===== src/rtl/axi_master_pkg.sv =====
// Shared types and constants for the axi_master directed initiator model.
//   state_e    : initiator FSM states
//   *_W_DEF    : default widths used by axi_master and axi_master_rchk
//   WSTRB_ALL  : write strobe driven on every W beat
package axi_master_pkg;

  typedef enum logic [2:0] {
    StIdle,
    StAr,
    StR,
    StAw,
    StW,
    StDone
  } state_e;

  localparam int unsigned ADDR_W_DEF = 32;
  localparam int unsigned DATA_W_DEF = 128;
  localparam int unsigned LEN_W_DEF  = 8;
  localparam int unsigned ERRC_W_DEF = 16;

  localparam logic [3:0] WSTRB_ALL = 4'hF;

endpackage


===== src/rtl/axi_master_rchk.sv =====
// Read-data checker for axi_master.
// Compares each accepted R beat against the incrementing pattern
// (base_addr + beat_idx, zero-extended) and checks rlast placement.
// Ports:
//   clk, rst_n   : clock, async active-low reset
//   beat_fire    : an R beat completes this cycle (rvalid && rready in R)
//   base_addr    : latched burst start address
//   beat_idx     : index of the beat completing now
//   is_last      : this beat is the final beat of the burst
//   rdata, rlast : beat payload from the slave
//   err          : sticky, any check failure since reset
//   err_cnt      : saturating count of check failures
module axi_master_rchk
  import axi_master_pkg::*;
#(
  parameter int unsigned ADDR_W = ADDR_W_DEF,
  parameter int unsigned DATA_W = DATA_W_DEF,
  parameter int unsigned LEN_W  = LEN_W_DEF,
  parameter int unsigned ERRC_W = ERRC_W_DEF
) (
  input  logic              clk,
  input  logic              rst_n,
  input  logic              beat_fire,
  input  logic [ADDR_W-1:0] base_addr,
  input  logic [LEN_W-1:0]  beat_idx,
  input  logic              is_last,
  input  logic [DATA_W-1:0] rdata,
  input  logic              rlast,
  output logic              err,
  output logic [ERRC_W-1:0] err_cnt
);

  localparam int unsigned SumW = ERRC_W + 1;

  logic [ADDR_W-1:0] exp_addr;
  logic [DATA_W-1:0] exp_data;
  logic              data_bad;
  logic              last_bad;
  logic [1:0]        n_bad;
  logic [SumW-1:0]   cnt_sum;

  logic              err_q, err_d;
  logic [ERRC_W-1:0] err_cnt_q, err_cnt_d;

  always_comb begin
    // Address arithmetic wraps at ADDR_W before zero-extension.
    exp_addr  = base_addr + ADDR_W'(beat_idx);
    exp_data  = DATA_W'(exp_addr);
    data_bad  = (rdata != exp_data);
    last_bad  = (rlast != is_last);
    n_bad     = {1'b0, data_bad} + {1'b0, last_bad};
    cnt_sum   = {1'b0, err_cnt_q} + SumW'(n_bad);
    err_d     = err_q;
    err_cnt_d = err_cnt_q;
    if (beat_fire && (n_bad != 2'd0)) begin
      err_d     = 1'b1;
      err_cnt_d = cnt_sum[ERRC_W] ? '1 : cnt_sum[ERRC_W-1:0];
    end
  end

  always_ff @(posedge clk or negedge rst_n) begin
    if (!rst_n) begin
      err_q     <= 1'b0;
      err_cnt_q <= '0;
    end else begin
      err_q     <= err_d;
      err_cnt_q <= err_cnt_d;
    end
  end

  assign err     = err_q;
  assign err_cnt = err_cnt_q;

endmodule


===== src/rtl/axi_master.sv =====
// Directed AXI-style initiator model: issues one read (AR/R) or one write
// (AW/W) burst per command, generates incrementing write data and checks
// incrementing read data. No B channel.
// Ports:
//   clk, rst_n                  : clock, async active-low reset
//   cmd_rd_start / cmd_wr_start : one-cycle start pulses (read wins on a tie)
//   cmd_addr, cmd_len           : burst start address and beats-1
//   busy, done                  : FSM not idle / one-cycle completion pulse
//   err, err_cnt                : sticky read-check error and saturating count
//   m1_ar*, m1_r*               : read address / read data channels
//   m1_aw*, m1_w*               : write address / write data channels
// All outputs are registered; wstrb is the constant WSTRB_ALL.
module axi_master
  import axi_master_pkg::*;
#(
  parameter int unsigned ADDR_W       = ADDR_W_DEF,
  parameter int unsigned DATA_W       = DATA_W_DEF,
  parameter int unsigned LEN_W        = LEN_W_DEF,
  parameter int unsigned ERRC_W       = ERRC_W_DEF,
  parameter int unsigned RREADY_STALL = 0
) (
  input  logic              clk,
  input  logic              rst_n,
  input  logic              cmd_rd_start,
  input  logic              cmd_wr_start,
  input  logic [ADDR_W-1:0] cmd_addr,
  input  logic [LEN_W-1:0]  cmd_len,
  output logic              busy,
  output logic              done,
  output logic              err,
  output logic [ERRC_W-1:0] err_cnt,
  output logic [ADDR_W-1:0] m1_araddr,
  output logic              m1_arvalid,
  input  logic              m1_arready,
  input  logic              m1_rvalid,
  input  logic [DATA_W-1:0] m1_rdata,
  input  logic              m1_rlast,
  output logic              m1_rready,
  output logic [ADDR_W-1:0] m1_awaddr,
  output logic              m1_awvalid,
  input  logic              m1_awready,
  output logic              m1_wvalid,
  output logic [DATA_W-1:0] m1_wdata,
  output logic [3:0]        m1_wstrb,
  output logic              m1_wlast,
  input  logic              m1_wready
);

  state_e            state_q, state_d;
  logic [ADDR_W-1:0] addr_q, addr_d;
  logic [LEN_W-1:0]  len_q, len_d;
  logic [LEN_W-1:0]  beat_q, beat_d;
  logic [31:0]       stall_q, stall_d;

  logic [ADDR_W-1:0] araddr_q, araddr_d;
  logic              arvalid_q, arvalid_d;
  logic              rready_q, rready_d;
  logic [ADDR_W-1:0] awaddr_q, awaddr_d;
  logic              awvalid_q, awvalid_d;
  logic              wvalid_q, wvalid_d;
  logic [DATA_W-1:0] wdata_q, wdata_d;
  logic              wlast_q, wlast_d;
  logic              busy_q, busy_d;
  logic              done_q, done_d;

  logic [ADDR_W-1:0] wsum;
  logic              r_fire;

  assign r_fire = (state_q == StR) && m1_rvalid && rready_q;

  always_comb begin
    state_d   = state_q;
    addr_d    = addr_q;
    len_d     = len_q;
    beat_d    = beat_q;
    stall_d   = stall_q;
    araddr_d  = araddr_q;
    arvalid_d = arvalid_q;
    rready_d  = rready_q;
    awaddr_d  = awaddr_q;
    awvalid_d = awvalid_q;
    wvalid_d  = wvalid_q;
    wdata_d   = wdata_q;
    wlast_d   = wlast_q;
    done_d    = 1'b0;
    wsum      = '0;

    unique case (state_q)
      StIdle: begin
        if (cmd_rd_start) begin
          state_d   = StAr;
          addr_d    = cmd_addr;
          len_d     = cmd_len;
          beat_d    = '0;
          araddr_d  = cmd_addr;
          arvalid_d = 1'b1;
        end else if (cmd_wr_start) begin
          state_d   = StAw;
          addr_d    = cmd_addr;
          len_d     = cmd_len;
          beat_d    = '0;
          awaddr_d  = cmd_addr;
          awvalid_d = 1'b1;
        end
      end

      StAr: begin
        if (m1_arready) begin
          state_d   = StR;
          arvalid_d = 1'b0;
          rready_d  = 1'b1;  // throttle count 0 is never the stall slot
          stall_d   = '0;
        end
      end

      StR: begin
        if (r_fire) begin
          beat_d = beat_q + 1'b1;
          if (beat_q == len_q) begin
            state_d  = StDone;
            rready_d = 1'b0;
            done_d   = 1'b1;
          end
        end
        // Throttle: count 0..N, rready low while the count sits at N.
        if ((state_d == StR) && (RREADY_STALL != 0)) begin
          stall_d  = (stall_q == RREADY_STALL) ? '0 : stall_q + 32'd1;
          rready_d = (stall_d != RREADY_STALL);
        end
      end

      StAw: begin
        if (m1_awready) begin
          state_d   = StW;
          awvalid_d = 1'b0;
          wvalid_d  = 1'b1;
          wsum      = addr_q;
          wdata_d   = DATA_W'(wsum);
          wlast_d   = (len_q == '0);
        end
      end

      StW: begin
        if (m1_wready) begin
          if (beat_q == len_q) begin
            state_d  = StDone;
            wvalid_d = 1'b0;
            wlast_d  = 1'b0;
            done_d   = 1'b1;
          end else begin
            beat_d  = beat_q + 1'b1;
            wsum    = addr_q + ADDR_W'(beat_d);
            wdata_d = DATA_W'(wsum);
            wlast_d = (beat_d == len_q);
          end
        end
      end

      StDone: state_d = StIdle;

      default: state_d = StIdle;
    endcase

    busy_d = (state_d != StIdle);
  end

  always_ff @(posedge clk or negedge rst_n) begin
    if (!rst_n) begin
      state_q   <= StIdle;
      addr_q    <= '0;
      len_q     <= '0;
      beat_q    <= '0;
      stall_q   <= '0;
      araddr_q  <= '0;
      arvalid_q <= 1'b0;
      rready_q  <= 1'b0;
      awaddr_q  <= '0;
      awvalid_q <= 1'b0;
      wvalid_q  <= 1'b0;
      wdata_q   <= '0;
      wlast_q   <= 1'b0;
      busy_q    <= 1'b0;
      done_q    <= 1'b0;
    end else begin
      state_q   <= state_d;
      addr_q    <= addr_d;
      len_q     <= len_d;
      beat_q    <= beat_d;
      stall_q   <= stall_d;
      araddr_q  <= araddr_d;
      arvalid_q <= arvalid_d;
      rready_q  <= rready_d;
      awaddr_q  <= awaddr_d;
      awvalid_q <= awvalid_d;
      wvalid_q  <= wvalid_d;
      wdata_q   <= wdata_d;
      wlast_q   <= wlast_d;
      busy_q    <= busy_d;
      done_q    <= done_d;
    end
  end

  axi_master_rchk #(
    .ADDR_W (ADDR_W),
    .DATA_W (DATA_W),
    .LEN_W  (LEN_W),
    .ERRC_W (ERRC_W)
  ) u_rchk (
    .clk       (clk),
    .rst_n     (rst_n),
    .beat_fire (r_fire),
    .base_addr (addr_q),
    .beat_idx  (beat_q),
    .is_last   (beat_q == len_q),
    .rdata     (m1_rdata),
    .rlast     (m1_rlast),
    .err       (err),
    .err_cnt   (err_cnt)
  );

  assign busy       = busy_q;
  assign done       = done_q;
  assign m1_araddr  = araddr_q;
  assign m1_arvalid = arvalid_q;
  assign m1_rready  = rready_q;
  assign m1_awaddr  = awaddr_q;
  assign m1_awvalid = awvalid_q;
  assign m1_wvalid  = wvalid_q;
  assign m1_wdata   = wdata_q;
  assign m1_wstrb   = WSTRB_ALL;
  assign m1_wlast   = wlast_q;

endmodule

===== config.mk =====
export PLATFORM = sky130hd
export DESIGN_NAME = axi_master
export DESIGN_NICKNAME = d
export VERILOG_FILES = /design/src/rtl/axi_master_pkg.sv /design/src/rtl/axi_master_rchk.sv /design/src/rtl/axi_master.sv
export SDC_FILE = /design/constraint.sdc
export NUM_CORES = 1
export LEC_CHECK = 0
export ABC_AREA = 1
export CAP_MARGIN = 20
export CORE_ASPECT_RATIO = 1.75
export CORE_MARGIN = 3
export CORE_UTILIZATION = 41
export CTS_CLUSTER_SIZE = 12
export DETAILED_ROUTE_END_ITERATION = 16
export PLACE_DENSITY = 0.87
export SYNTH_ARGS = -nofsm -noshare
export SYNTH_HDL_FRONTEND = slang
export SYNTH_SLANG_ARGS = --single-unit

===== constraint.sdc =====
create_clock -name clk -period 4.2 [get_ports clk]
set_clock_uncertainty 0.05 [all_clocks]
set_input_delay 0.63 -clock clk [delete_from_list [all_inputs] [get_ports clk]]
set_output_delay 0.63 -clock clk [all_outputs]
set_load 0.1 [all_outputs]

==> metrics.cfg <==
[drt]
routed_wl_um=36300
drc=0
wire_per_inst_um=16.7
drt_iter0_drc=698
drtAntennaViolNets=0
routed-via-count=10900
dr.pass1.iters=7
routed_via_density=5.03

[sta]
period_share_pct=102
rsz0062_at_grt=true
setup_viol=6
fmax_mhz=234
timing.final.ws_setup_ns=-0.0745
tightest_slew_ns=1.08
holdWs_ns=0.179
slew_violations=0
fin_crit_ns=4.27
hold_viol_final=0
slew_headroom_pct=27.8

[grt]
grt_util_all_layers_pct=24.8
grt_max_degree=94
grt_antenna_before_repair=0
grt_pass1_vias=11000
grt_first_pass_wirelength_um=55800
grt_overflow=0

[run_status]
violations=negative setup slack
status=finished with violations

[placement]
place_ws_ns=-0.465
dp.cells=2124
portBuffers=296
place_congestion=0.964
dp_hpwl_um=28700

[die]
die_h_um=221
core-area_um2=26000
dieArea_um2=28500
ios=397
die_width_um=129
start_util_pct=41.8
row_count=78

[finish]
antennaDiodeCount=0
fin_cells=2168
syn_to_final_growth_pct=40.1
fin_util_pct=58.5
drive_above_1_share_pct=12.1
nets=2036

[critical_path]
worst_ep_arrival_time_ns=4.60
r2r_cells=27
crit_start=addr_q[0]$_DFFE_PN0P_
critPathLaunchType=flop
crit_type=flop to flop
reg2reg_to=u_rchk.err_cnt[13]$_DFFE_PN0P_
path_max_fanout=8
regToRegStartpoint=addr_q[0]$_DFFE_PN0P_
reg2reg_slack_ns=-0.07
critPathRequiredTime_ns=4.52
endpoint_kind=flop

[clocking]
clk_pin_slew_ns=0.07
cts_inserted_buffers=17
cts_root_buf=clkbuf_16
clock_sinks=171
h-tree-depth=4
clkLatencyLatePin_ns=0.45
clockBufferDepth=2
postCtsHoldBufs=0
cts_tree=done

[power_and_ir_drop]
vdd_ir_drop_max_uv=707
p_switching_w=0.00720
power_leakage_nw=7.29
swShare_pct=57.4
p_clk_share_pct=13.0
p_comb_share_pct=63.9
p_int_w=0.00535
powerDensity_nw_per_um2=827
power_w=0.0126
p_seq_share_pct=23.0

[synthesis]
synthArstFlopShare_pct=100
synth-seq-area-share_pct=39.5
netlist_area_um2=10800
synth-edff-count=0
synth_cell_types=51
ys_ff_latch=171
yosysWarnings=0
synthFlopType=dfrtp_1
syn_avg_cell_area_um2=7.37
syn_inst=1470

[flow_run]
max_cap_violations=0

[hold_path]
hold_path.class=input port to asynchronous set/reset pin

==> stage by stage <==
stage	area, um2	TNS (ns)
finish	15200	-0.245
global route	15200	-3.38
CTS	15000	-0.141
detailed placement	14300	-5.05
global placement	14300	-4.39
floorplan	11200	0
==> routing by layer <==
metal	track usage (%)	vias to the layer above	part of all wire [%]
met1	26.2	5009	34
met4	14.1	0	6.1
li1	-	5176	-
met3	5.94	145	8.4
met5	0	-	0
met2	43.8	582	51
==> worst max-delay path, cell delays in order, from the launching register on <==
cell and delay (ns):
dfrtp_1 0.38, ha_2 0.20, fa_2 0.39, nand3_1 0.11
nand3_2 0.10, nand2_2 0.11, nand2_4 0.09, nand2_1 0.07
o21ai_0 0.07, nor2_1 0.14, nand3_1 0.15, nor2_1 0.13
nand3_1 0.08, nor2_1 0.12, nand3_1 0.12, ha_1 0.30
ha_2 0.18, inv_2 0.04, fa_2 0.37, nor3_4 0.13
nand2_1 0.09, nor2_2 0.13, nand2_2 0.10, nor2_4 0.14
nand3_4 0.11, nor2_4 0.14, a21oi_1 0.05, o21ai_1 0.09
==> power groups by stage <==
| stage | registers (W) | clock network (W) | logic (W) |
|---|---|---|---|
| 5_1_grt | 0.00298 | 0.00174 | 0.00848 |
| 2_1_floorplan | 0.00611 | 0 | 0.00256 |
| 6_report | 0.00289 | 0.00164 | 0.00803 |
| 3_3_place_gp | 0.00287 | 0 | 0.00779 |
| 4_1_cts | 0.00288 | 0.00167 | 0.00796 |
| 3_5_place_dp | 0.00289 | 0 | 0.00791 |
==> Yosys cell counts (4+ instances only) <==
master | instances | share of area (%)
o22ai_2 | 4 | 0.46
nand2_2 | 11 | 0.63
buf_2 | 12 | 0.55
clkbuf_1 | 22 | 0.76
a31oi_1 | 6 | 0.35
nand4_1 | 17 | 0.98
o21ai_0 | 128 | 5.9
nand2_1 | 398 | 14
nor2_2 | 10 | 0.58
a21oi_1 | 34 | 1.6
xnor2_1 | 22 | 1.8
ha_1 | 21 | 2.4
nor3_2 | 4 | 0.37
inv_1 | 156 | 5.4
nor2_4 | 4 | 0.42
dfrtp_1 | 171 | 39
nand3_1 | 84 | 3.9
buf_4 | 103 | 7.1
o21ai_1 | 10 | 0.46
inv_2 | 8 | 0.28
nand3b_1 | 9 | 0.62
nor3_1 | 17 | 0.78
xor2_1 | 42 | 3.4
nor2_1 | 139 | 4.8
==> cell usage in the layout, fill, tap and decap left out, drive strengths merged, types with 19 or more instances in the layout <==
cell,n
dfrtp,171
buf,92
nor2,154
clkdlybuf4s50,295
o21ai,139
xnor2,22
ha,21
inv,168
a21oi,35
xor2,42
nand2,411
clkbuf,19
conb,100
nand3,85
nor3,21
==> registers in the layout, indices dropped and copies added (netlist names) <==
signal / cells
addr_q: 32
m1_araddr: 32
m1_awaddr: 32
m1_wdata: 32
u_rchk.err_cnt: 16
beat_q: 8
len_q: 8
state_q: 3
busy: 1
done: 1
m1_arvalid: 1
m1_awvalid: 1
m1_rready: 1
m1_wlast: 1
m1_wvalid: 1
u_rchk.err: 1
==> kinds of logic (layout without fill, tap and decap cells) <==
group                      count (synthesis)  in the layout  share of synthesized area (%)
AOI/OAI and AO/OA                        197            197                           9.90
xor gates and xnor gates                  64             64                           5.17
adders and majority gates                 24             24                           2.98
buffers and inverters                    306            586                           14.5
DFF                                      171            171                           39.5
muxes                                      2              2                          0.208
other                                      2            100                         0.0693
and+or+nand+nor                          704            704                           27.7
==> worst max-delay path by stage <==
stage	end	slack [ns]	cells past startpoint
global placement	u_rchk.err_cnt[15]$_DFFE_PN0P_	-0.38	26
floorplan	u_rchk.err_cnt[13]$_DFFE_PN0P_	0.12	27
CTS	u_rchk.err_cnt[13]$_DFFE_PN0P_	-0.06	25
global route	u_rchk.err_cnt[13]$_DFFE_PN0P_	-0.31	27
finish	u_rchk.err_cnt[13]$_DFFE_PN0P_	-0.07	27
detailed placement	u_rchk.err_cnt[13]$_DFFE_PN0P_	-0.46	26
==> repair_timing <==
action	in CTS	in global routing
endpoints found under the setup margin	16	16
resized for setup	20	37
setup buffers	7	7
pin swaps	11	14
==> cell type report <==
type	count	area [um2]
Clock buffer	19	443
Clock inverter	13	166
Fill cell	2276	10800
Inverter	167	634
Multi-Input combinational cell	1091	5600
Sequential cell	171	4280
Tap cell	320	400
Timing Repair Buffer	387	3660
(Power assumes the default switching activity.)
